<file path="config.mk">
export PLATFORM = sky130hd
export DESIGN_NAME = vga_timing_gen
export DESIGN_NICKNAME = d
export VERILOG_FILES = /design/src/rtl/vga_timing_gen.sv
export SDC_FILE = /design/constraint.sdc
export NUM_CORES = 1
export LEC_CHECK = 0
export CAP_MARGIN = 20
export CORE_MARGIN = 2
export CORE_UTILIZATION = 50
export CTS_BUF_LIST = sky130_fd_sc_hd__clkbuf_16
export CTS_CLUSTER_DIAMETER = 120
export DETAILED_ROUTE_END_ITERATION = 8
export HOLD_SLACK_MARGIN = 0.1
export PLACE_DENSITY = 0.86
export SYNTH_ARGS = -nofsm -noshare
export SYNTH_HDL_FRONTEND = slang
export SYNTH_SLANG_ARGS = --single-unit
</file>
<file path="constraint.sdc">
create_clock -name clk -period 2.2 [get_ports clk]
set_clock_uncertainty 0.15 [all_clocks]
set_input_delay 0.33 -clock clk [delete_from_list [all_inputs] [get_ports clk]]
set_output_delay 0.33 -clock clk [all_outputs]
set_load 0.02 [all_outputs]
</file>
<file path="src/rtl/vga_timing_gen.sv">
// VGA timing generator: raster counters, pixel request stage, blanked RGB/sync output stage.
// Two pixel slots of latency from counter to pins; pix_en=0 freezes every register.
module vga_timing_gen #(
  parameter int   H_ACTIVE = 640,
  parameter int   H_FP     = 16,
  parameter int   H_SYNC   = 96,
  parameter int   H_BP     = 48,
  parameter int   V_ACTIVE = 480,
  parameter int   V_FP     = 10,
  parameter int   V_SYNC   = 2,
  parameter int   V_BP     = 33,
  parameter logic HS_POL   = 1'b0,
  parameter logic VS_POL   = 1'b0,
  parameter int   RGB_W    = 12
) (
  input  logic             clk,
  input  logic             rst_n,
  input  logic             pix_en,
  input  logic [RGB_W-1:0] rgb_in,
  output logic             req_valid,
  output logic [9:0]       req_x,
  output logic [9:0]       req_y,
  output logic             hsync,
  output logic             vsync,
  output logic             de,
  output logic [RGB_W-1:0] rgb_out,
  output logic             frame_start
);

  localparam int H_TOTAL = H_ACTIVE + H_FP + H_SYNC + H_BP;
  localparam int V_TOTAL = V_ACTIVE + V_FP + V_SYNC + V_BP;

  localparam logic [9:0] H_LAST   = 10'(H_TOTAL - 1);
  localparam logic [9:0] V_LAST   = 10'(V_TOTAL - 1);
  localparam logic [9:0] H_VIS    = 10'(H_ACTIVE);
  localparam logic [9:0] V_VIS    = 10'(V_ACTIVE);
  localparam logic [9:0] HS_BEG   = 10'(H_ACTIVE + H_FP);
  localparam logic [9:0] HS_END   = 10'(H_ACTIVE + H_FP + H_SYNC);
  localparam logic [9:0] VS_BEG   = 10'(V_ACTIVE + V_FP);
  localparam logic [9:0] VS_END   = 10'(V_ACTIVE + V_FP + V_SYNC);

  logic [9:0]       r_h_cnt;
  logic [9:0]       r_v_cnt;

  logic             r_req_valid;
  logic [9:0]       r_req_x;
  logic [9:0]       r_req_y;
  logic             r_hs1;
  logic             r_vs1;
  logic             r_de1;
  logic             r_fs1;

  logic             r_hsync;
  logic             r_vsync;
  logic             r_de;
  logic [RGB_W-1:0] r_rgb;
  logic             r_fs;

  logic             w_h_last;
  logic             w_v_last;
  logic             w_visible;
  logic             w_hs_act;
  logic             w_vs_act;
  logic             w_fs;

  assign w_h_last  = (r_h_cnt == H_LAST);
  assign w_v_last  = (r_v_cnt == V_LAST);
  assign w_visible = (r_h_cnt < H_VIS) && (r_v_cnt < V_VIS);
  assign w_hs_act  = (r_h_cnt >= HS_BEG) && (r_h_cnt < HS_END);
  // vsync spans whole lines, so it depends on the line counter only
  assign w_vs_act  = (r_v_cnt >= VS_BEG) && (r_v_cnt < VS_END);
  assign w_fs      = (r_h_cnt == 10'd0) && (r_v_cnt == 10'd0);

  always_ff @(posedge clk or negedge rst_n) begin
    if (!rst_n) begin
      r_h_cnt <= 10'd0;
      r_v_cnt <= 10'd0;
    end else if (pix_en) begin
      if (w_h_last) begin
        r_h_cnt <= 10'd0;
        r_v_cnt <= w_v_last ? 10'd0 : r_v_cnt + 10'd1;
      end else begin
        r_h_cnt <= r_h_cnt + 10'd1;
      end
    end
  end

  // Request stage: coordinates go to the frame source one slot ahead of display
  always_ff @(posedge clk or negedge rst_n) begin
    if (!rst_n) begin
      r_req_valid <= 1'b0;
      r_req_x     <= 10'd0;
      r_req_y     <= 10'd0;
      r_hs1       <= 1'b0;
      r_vs1       <= 1'b0;
      r_de1       <= 1'b0;
      r_fs1       <= 1'b0;
    end else if (pix_en) begin
      r_req_valid <= w_visible;
      r_req_x     <= w_visible ? r_h_cnt : 10'd0;
      r_req_y     <= w_visible ? r_v_cnt : 10'd0;
      r_hs1       <= w_hs_act;
      r_vs1       <= w_vs_act;
      r_de1       <= w_visible;
      r_fs1       <= w_fs;
    end
  end

  // Display stage: rgb_in now carries the data for the stage-1 request
  always_ff @(posedge clk or negedge rst_n) begin
    if (!rst_n) begin
      r_hsync <= ~HS_POL;
      r_vsync <= ~VS_POL;
      r_de    <= 1'b0;
      r_rgb   <= '0;
      r_fs    <= 1'b0;
    end else if (pix_en) begin
      r_hsync <= r_hs1 ? HS_POL : ~HS_POL;
      r_vsync <= r_vs1 ? VS_POL : ~VS_POL;
      r_de    <= r_de1;
      r_rgb   <= r_de1 ? rgb_in : '0;
      r_fs    <= r_fs1;
    end
  end

  assign req_valid   = r_req_valid;
  assign req_x       = r_req_x;
  assign req_y       = r_req_y;
  assign hsync       = r_hsync;
  assign vsync       = r_vsync;
  assign de          = r_de;
  assign rgb_out     = r_rgb;
  assign frame_start = r_fs;

endmodule

</file>
==> impl_metrics.tcl <==
set metrics [dict create \
    hold_viol_final 0 \
    use_met2 0.326 \
    start_util 0.513 \
    chipHeight_um 76.1 \
    tns_ps 0 \
    gp_congestion 0.900 \
    worst_pin_slew_ps 456 \
    clock.fmax_mhz 515 \
    yosysSeqAreaShare 0.578 \
    antennaDiodeCount 0 \
    clk_path_buf_depth 2 \
    clk_latency_ps 330 \
    slowest_delay_ps 600 \
    cts_resized 0 \
    critPathBufInv 1 \
    finalCritPeriodShare 0.882 \
    total_power_mw 2.98 \
    cp_data_arrival_time_ps 1460 \
    synth_top_cell_by_area "dfrtp_1" \
    setup_viol 0 \
    fp.dieArea_sq_um 5800 \
    cpLargestDelayFamily "buffers and inverters" \
    cts_tree "built" \
    synth-edff-count 0 \
    antenna_left 0 \
    clkTransAtPathRegs_ps 50 \
    dr.pass1.iters 5 \
    rows 26 \
    synth_area_per_cell_sq_um 11.0 \
    nets 314 \
    crit_fanout 2 \
    grt_max_degree 38 \
    status "finished clean" \
    p_per_area_nw_per_um2 840 \
    portBuffers 51 \
    syn_area_sq_um 2600 \
    grtUsageTotal 0.210 \
    power_leakage_nw 1.59 \
    drt_iter0_markers 170 \
    yosysWarnings 0 \
    top_usage_layer "met2" \
    syn2layout_area_growth_pct 36.6 \
    place_inst 353 \
    design.core.area_sq_um 5070 \
    yosys.area.top_type_share 0.558 \
    vdd_drop_max_mv 0.440 \
    grtUsageMet1 0.257 \
    grt_pass1_wl_um 9490 \
    synthFlopType "dfrtp_1" \
    finish.utilization 0.700 \
    worstPathRequired_ps 1720 \
    cap_viol_max_count 0 \
    wirelength_um 5560 \
    antenna_found_initial 0 \
    critPathLaunchType "flip-flop" \
    synthTopCellsByArea "dfrtp_1 (56%), a22o_1 (6.4%), o21ai_0 (5.2%)" \
    rsz0062_at_grt "false" \
    synthCells 237 \
    numCtsBuffers 9 \
    period_needed_ps 1940 \
    grt_pass1_vias 1962 \
    detail_route.wl_per_cell_um 15.0 \
    async_reset_ff_frac 1.00 \
    grt_util_met3 0.0912 \
    crit_chain "clkdlybuf4s50_1" \
    vias 1986 \
    hp-class "reg -> reg" \
    relSlewSlack 0.695 \
    dp_hpwl_um 3790 \
    drive_gt1_frac 0.117 \
    overflow 0 \
    drc 0 \
    die_width_um 76.1 \
    fin_cells 370 \
    drv_slew 0 \
    ys_types 41 \
    cts.sinks 60 \
    cts-root-buf "clkbuf_16" \
    ios 52 \
    h-tree-depth 3 \
    synth-seq-cells 60 \
    end_kind "primary output" \
    worstSetupPathType "reg -> out" \
    synthesis.nets 256 \
    slowest_stage "clkdlybuf4s50_1" \
    via_per_inst 5.37 \
]
==> cell usage after synthesis (3+ instances only) <==
master    instances
a22o_1           19
a31oi_1           3
and3_1            5
and4_1            4
clkbuf_1          9
dfrtp_1          58
ha_1              4
inv_1            18
mux2_2            3
nand2_1          12
nand3_1          24
nand4_1           5
nor2_1            5
o21ai_0          27
o31ai_1           4
xnor2_1           4
xor2_1            3
==> final timing paths <==
| path | start | endpoint | slack, ps | cells after the start |
|---|---|---|---|---|
| hold reg to reg | r_hs1 | hsync | 300 | 1 |
| setup / recovery | vsync | vsync | 260 | 1 |
| hold / removal | r_hs1 | hsync | 300 | 1 |
| min in group asynchronous | rst_n | req_y[5] | 390 | 3 |
| max in group asynchronous | rst_n | rgb_out[7] | 1180 | 3 |
| setup reg to reg | r_h_cnt[1] | r_v_cnt[4] | 320 | 5 |
==> cells in the final DEF (no fill, tap or decap), drive strengths merged, types with 3 or more instances in the layout <==
cell type	n
o21ai	27
a31oi	3
dfrtp	58
ha	4
xor2	3
nand3	24
clkinv	3
mux2	4
and4	4
xnor2	4
nand4	6
inv	20
nand2	13
clkbuf	9
bufinv	3
a22o	19
o31ai	4
and3	5
buf	11
clkdlybuf4s50	50
nor2	5
==> sequential cells by signal, indices dropped and copies added (netlist names) <==
name	cells
de	1
frame_start	1
hsync	1
r_de1	1
r_fs1	1
r_h_cnt	10
r_hs1	1
r_v_cnt	10
r_vs1	1
req_x	10
req_y	10
rgb_out	12
vsync	1
==> routing by layer <==
metal,up-vias,share of wire
li1,968,-
met3,8,0.074
met2,63,0.48
met5,-,0
met4,0,0.019
met1,947,0.42
==> layout make-up <==
cell class,instances,area (sq um)
Inverter,19,71.3
Timing Repair Buffer,62,603
Clock buffer,9,225
Clock inverter,7,106
Fill cell,382,1520
Multi-Input combinational cell,143,955
Tap cell,70,87.6
Sequential cell,60,1500
==> metrics by stage <==
step           hold slack (ps)  setup slack, ps  cell area (sq um)
2_1_floorplan             -116              315               2600
3_3_place_gp               205              153               3210
3_5_place_dp               207              118               3210
4_1_cts                    302              239               3550
5_1_grt                    321              211               3550
6_report                   296              260               3550
==> logic make-up (layout without fill, tap and decap cells) <==
family                     count (synthesis)  in the layout  share of synthesized area
DFF                                       60             60                      0.578
muxes                                      5              5                     0.0226
adders and majority gates                  4              4                     0.0192
AOI/OAI and AO/OA                         59             59                      0.154
xor gates and xnor gates                   7              7                     0.0236
and+or+nand+nor                           68             68                      0.148
buffers and inverters                     34             97                     0.0548
==> power by group <==
part	leakage [nW]	internal [mW]	switching (mW)
Sequential	0.805	1.16	0.0789
Clock	0.166	1.09	0.464
Combinational	0.615	0.0874	0.109
Total	1.59	2.33	0.652
==> timing repair <==
item	in CTS	in global routing
hold endpoints to repair	58	0
hold buffers	1	0
setup buffers	0	0
Power figures use the tool's default switching activity.
==> edit 1: new RTL, same flow settings <==
Change the parameter `HS_POL` from 1'b0 to 1'b1.
--- a/src/rtl/vga_timing_gen.sv
+++ b/src/rtl/vga_timing_gen.sv
@@ -11,3 +11,3 @@
   parameter int   V_BP     = 33,
-  parameter logic HS_POL   = 1'b0,
+  parameter logic HS_POL   = 1'b1,
   parameter logic VS_POL   = 1'b0,
Behaviour: not the same (Yosys sat finds a counterexample within 4 cycles, from zero or initial values and one cycle with rst_n low).
==> edit 1 against the original RTL <==
  * Largest power group is now sequential cells
  * First-iteration DRC count down 1.8%
  * Area after synthesis up 0.82%
  * Total power down 10%
  * Routed wire length up 13%
  * Final area down 0.49%
  * Sequential cell count unchanged
  * Worst setup slack worse by 0.13 ns
==> edit 1: results (changes against the original RTL) <==
[final_layout]
diodes = 0  ; unchanged
largest_reg_flops = 12  ; unchanged
final_cells = 377  ; was 370
drive_gt1_share_pct = 13.03  ; was 11.67%
fill_cells = 356  ; was 382
nNetsFinal = 321  ; was 314

[route]
antenna_left = 0  ; unchanged
drt-initial-drc-count = 167  ; was 170
routed_via_density = 5.568  ; was 5.368
drt-pass1-iter-count = 4  ; was 5
wl_per_cell_um = 16.71  ; was 15.02 µm

[outcome]
status = completed  ; unchanged

[logic_synthesis]
syn_avg_cell_area_um2 = 11.02  ; was 10.98 µm²
ys_top_cells_by_area = dfrtp_1 (56%), a22o_1 (6.0%), o21ai_0 (5.0%), nand3_1 (3.2%), inv_1 (3.0%)  ; was dfrtp_1 (56%), a22o_1 (6.4%), o21ai_0 (5.2%), nand3_1 (4.6%), inv_1 (2.6%)
syn-num-nets = 257  ; was 256
synth.distinct_cells = 44  ; was 41
synth-seq-area-share_pct = 57.30  ; was 57.82%
synth_common_cells = dfrtp_1 (59), o21ai_0 (26), inv_1 (21)  ; was dfrtp_1 (58), o21ai_0 (27), nand3_1 (24)

[global_route]
grt_max_degree = 37  ; was 38
grt_use_total_pct = 23.22  ; was 21.03%
grt_pass1_wl_um = 10510  ; was 9494 µm
grt_pass1_vias = 2060  ; was 1962
grt_antenna_before_repair = 0  ; unchanged

[power]
intPower_mw = 2.013  ; was 2.332 mW
leakage_nw = 1.603  ; was 1.586 nW
peakVddDrop_mv = 0.5930  ; was 0.4404 mV

[place]
gp_congestion = 0.9015  ; was 0.8998
dp.cells = 360  ; was 353
placed_area_mm2 = 0.003271  ; was 0.003211 mm²
dp_hpwl_um = 4250  ; was 3787 µm

[timing]
tightest_slew_ns = 0.5611  ; was 0.4563 ns

[critical_path]
path_max_fanout = 9  ; was 2
worstSetupStartpoint = r_h_cnt[5]$_DFFE_PN0P_  ; was vsync$_DFFE_PN1P_
critPathSlowestCell = or4_4  ; was clkdlybuf4s50_1
arrival_ns = 2.10  ; was 1.46 ns
crit_family = simple AND/OR/NAND/NOR gates  ; was buffers and inverters

[worst_hold_path]
hp-start = r_vs1$_DFFE_PN0P_  ; was r_hs1$_DFFE_PN0P_

[cts]
post_cts_resized = 0  ; unchanged
clock_path_buffers = 2  ; unchanged
h-tree-depth = 3  ; unchanged
cts_buffers = 9  ; unchanged
clock_latency_ns = 0.32

==> edit 1: path summary, 6_finish.rpt <==
kind                                          end  cells past startpoint  slack (ns)
setup / recovery           r_v_cnt[6]$_DFFE_PN0P_                      5        0.13
hold / removal                  vsync$_DFFE_PN1P_                      1        0.31
setup reg to reg           r_v_cnt[6]$_DFFE_PN0P_                      5        0.13
hold reg to reg                 vsync$_DFFE_PN1P_                      1        0.31
max in group asynchronous       r_de1$_DFFE_PN0P_                      3        0.95
min in group asynchronous    req_y[4]$_DFFE_PN0P_                      2        0.38
==> edit 1: cell type report <==
type | instances | area [µm²] | share of cell area [%]
clock buffer | 9 | 225.2 | 6.372
clock inverter | 7 | 28.78 | 0.8142
inverter | 22 | 82.58 | 2.336
multi-input combinational | 141 | 959.7 | 27.15
sequential | 60 | 1503 | 42.51
tap | 70 | 87.58 | 2.478
timing repair buffer | 68 | 648.1 | 18.34
==> edit 1: cells by family (layout without fill, tap and decap cells) <==
logic type / Yosys count / after routing / share of synthesized area [%]
adder cells (fa/ha/maj): 4 / 4 / 1.908
XOR/XNOR: 7 / 7 / 2.338
flip-flops: 60 / 60 / 57.30
AO/OA/AOI/OAI: 59 / 59 / 15.12
buffers and inverters: 37 / 106 / 6.107
multiplexers: 5 / 5 / 2.051
AND/OR/NAND/NOR: 66 / 66 / 15.17
==> edit 1: power by group through the flow <==
stage	clock (mW)	combinational, mW	sequential [mW]
after floorplan	0	0.178	1.20
after global placement	0	0.261	1.23
after detailed placement	0	0.266	1.23
after CTS	1.20	0.276	1.22
after global routing	1.25	0.310	1.23
final	1.18	0.277	1.22
==> edit 1: routing by layer <==
metal,global-route usage (%),part of all wire (%),vias up,wire length [µm]
li1,-,-,985,-
met1,29.32,44,1038,2770
met2,38.85,50,69,3170
met3,5.924,4.5,7,284
met4,8.364,1.2,0,74
met5,0,0,-,0
==> edit 1: per-stage QoR <==
step                      TNS [ns]  utilization (%)  setup slack, ns
after global routing             0            69.65          0.01335
after floorplan                  0                -           0.2991
after global placement     -0.4326            64.45         -0.03319
after detailed placement   -0.9794            64.45         -0.09597
final                            0            69.65           0.1305
after CTS                        0            69.65           0.1379
==> edit 2: new RTL, same flow settings <==
Made on the original files. Make the reset (`rst_n`) synchronous in 3 clocked blocks.
--- a/src/rtl/vga_timing_gen.sv
+++ b/src/rtl/vga_timing_gen.sv
@@ -73,3 +73,3 @@
 
-  always_ff @(posedge clk or negedge rst_n) begin
+  always_ff @(posedge clk) begin
     if (!rst_n) begin
@@ -88,3 +88,3 @@
   // Request stage: coordinates go to the frame source one slot ahead of display
-  always_ff @(posedge clk or negedge rst_n) begin
+  always_ff @(posedge clk) begin
     if (!rst_n) begin
@@ -109,3 +109,3 @@
   // Display stage: rgb_in now carries the data for the stage-1 request
-  always_ff @(posedge clk or negedge rst_n) begin
+  always_ff @(posedge clk) begin
     if (!rst_n) begin
Formal check against the unedited RTL: differs if rst_n is asserted again (counterexample within 4 cycles, from zero or initial values and one cycle with rst_n low); with rst_n held inactive, the same outputs for 10 cycles.
==> edit 2 against the original RTL <==
  * Total power is 9.4% lower
  * Non-clock buffer count increased by 15
  * Final area decreased by 6.3%
  * Routed wire length is 1.9% higher
  * Worst hold slack got worse by 0.0059 ns
  * Worst setup slack lost 0.14 ns
  * Sequential cell count unchanged
  * Clock power down 7%
  * Area after synthesis down 12%
  * Final cell count shrank 4.6%
==> edit 2: results (changes against the original RTL) <==
[place]
dp_hpwl_um = 3853  ; was 3787 µm
dp_slack_ns = -0.2065  ; was 0.1177 ns
gp_congestion = 0.8263  ; was 0.8998

[final_layout]
area_growth_pct = 44.80  ; was 36.56%
fill_cells = 276  ; was 382
buffer_area_share_pct = 21.58  ; was 16.98%
drive_gt1_share_pct = 16.28  ; was 11.67%
nNetsFinal = 316  ; was 314
fin_util_pct = 75.91  ; was 70.00%
inverters_excl_clock = 6  ; was 19

[logic_synthesis]
syn_avg_cell_area_um2 = 10.22  ; was 10.98 µm²
synth_common_cells = dfxtp_1 (60), a22o_1 (29), nand2_1 (14)  ; was dfrtp_1 (58), o21ai_0 (27), nand3_1 (24)
synth-seq-area-share_pct = 52.26  ; was 57.82%
synth.distinct_cells = 44  ; was 41
syn-num-nets = 244  ; was 256

[timing]
fin_crit_ns = 2.081  ; was 1.940 ns
tightest_slew_ns = 0.7858  ; was 0.4563 ns

[critical_path]
critPathSlowestCell = or4_1  ; was clkdlybuf4s50_1
reg2reg_slack_ns = 0.12  ; was 0.32 ns
path_max_fanout = 6  ; was 2
max_stage_delay_ns = 0.53  ; was 0.60 ns
arrival_ns = 2.17  ; was 1.46 ns
crit_end = r_v_cnt[7]$_SDFFE_PN0P_  ; was vsync

[outcome]
status = completed  ; unchanged

[global_route]
grt_max_degree = 21  ; was 38
grt_use_total_pct = 23.06  ; was 21.03%
use_met2_pct = 35.60  ; was 32.59%

[route]
wl_met3_um = 341  ; was 412 µm
wl_per_cell_um = 16.04  ; was 15.02 µm
routed_via_density = 5.725  ; was 5.368
wl_met2_um = 2688  ; was 2682 µm
wl_met1_um = 2491  ; was 2358 µm
drt-pass1-iter-count = 4  ; was 5

[power]
power_density_mw_per_mm2 = 812.6  ; was 840.2 mW/mm²
peakVddDrop_mv = 0.6733  ; was 0.4404 mV

[worst_hold_path]
min_to = r_vs1$_SDFFE_PN0P_  ; was hsync$_DFFE_PN1P_

-- edit 2: changes by cell type after synthesis, moves of 4 or more --
cell / change
and2_1: +4
and3_1: -4
a22o_1: +10
dfxtp_1: +60
nand3_1: -16
dfrtp_1: -58
o21ai_0: -22
nor2_1: +7
inv_1: -12
-- edit 2: kinds of logic (layout without fill, tap and decap cells) --
group,Yosys count,count (layout),synth area share (%)
buffers and inverters,22,98,3.865
muxes,3,3,1.307
adders and majority gates,4,4,2.178
xor gates and xnor gates,12,12,4.573
DFF,60,60,52.26
and+or+nand+nor,73,73,18.02
AOI/OAI and AO/OA,51,51,17.80
-- edit 2: worst max-delay path, delay by kind of cell, from the launching register on --
family / cells / cell delay [ns]
simple gates: 3 / 1.15
flops: 1 / 0.33
compound gates: 1 / 0.19
fa+ha+maj: 1 / 0.18
-- edit 2: report_power, final --
group / internal, mW / total (mW) / switching [mW]
Clock: 0.973 / 1.44 / 0.465
Sequential: 1.11 / 1.12 / 0.00963
Combinational: 0.0773 / 0.151 / 0.0732
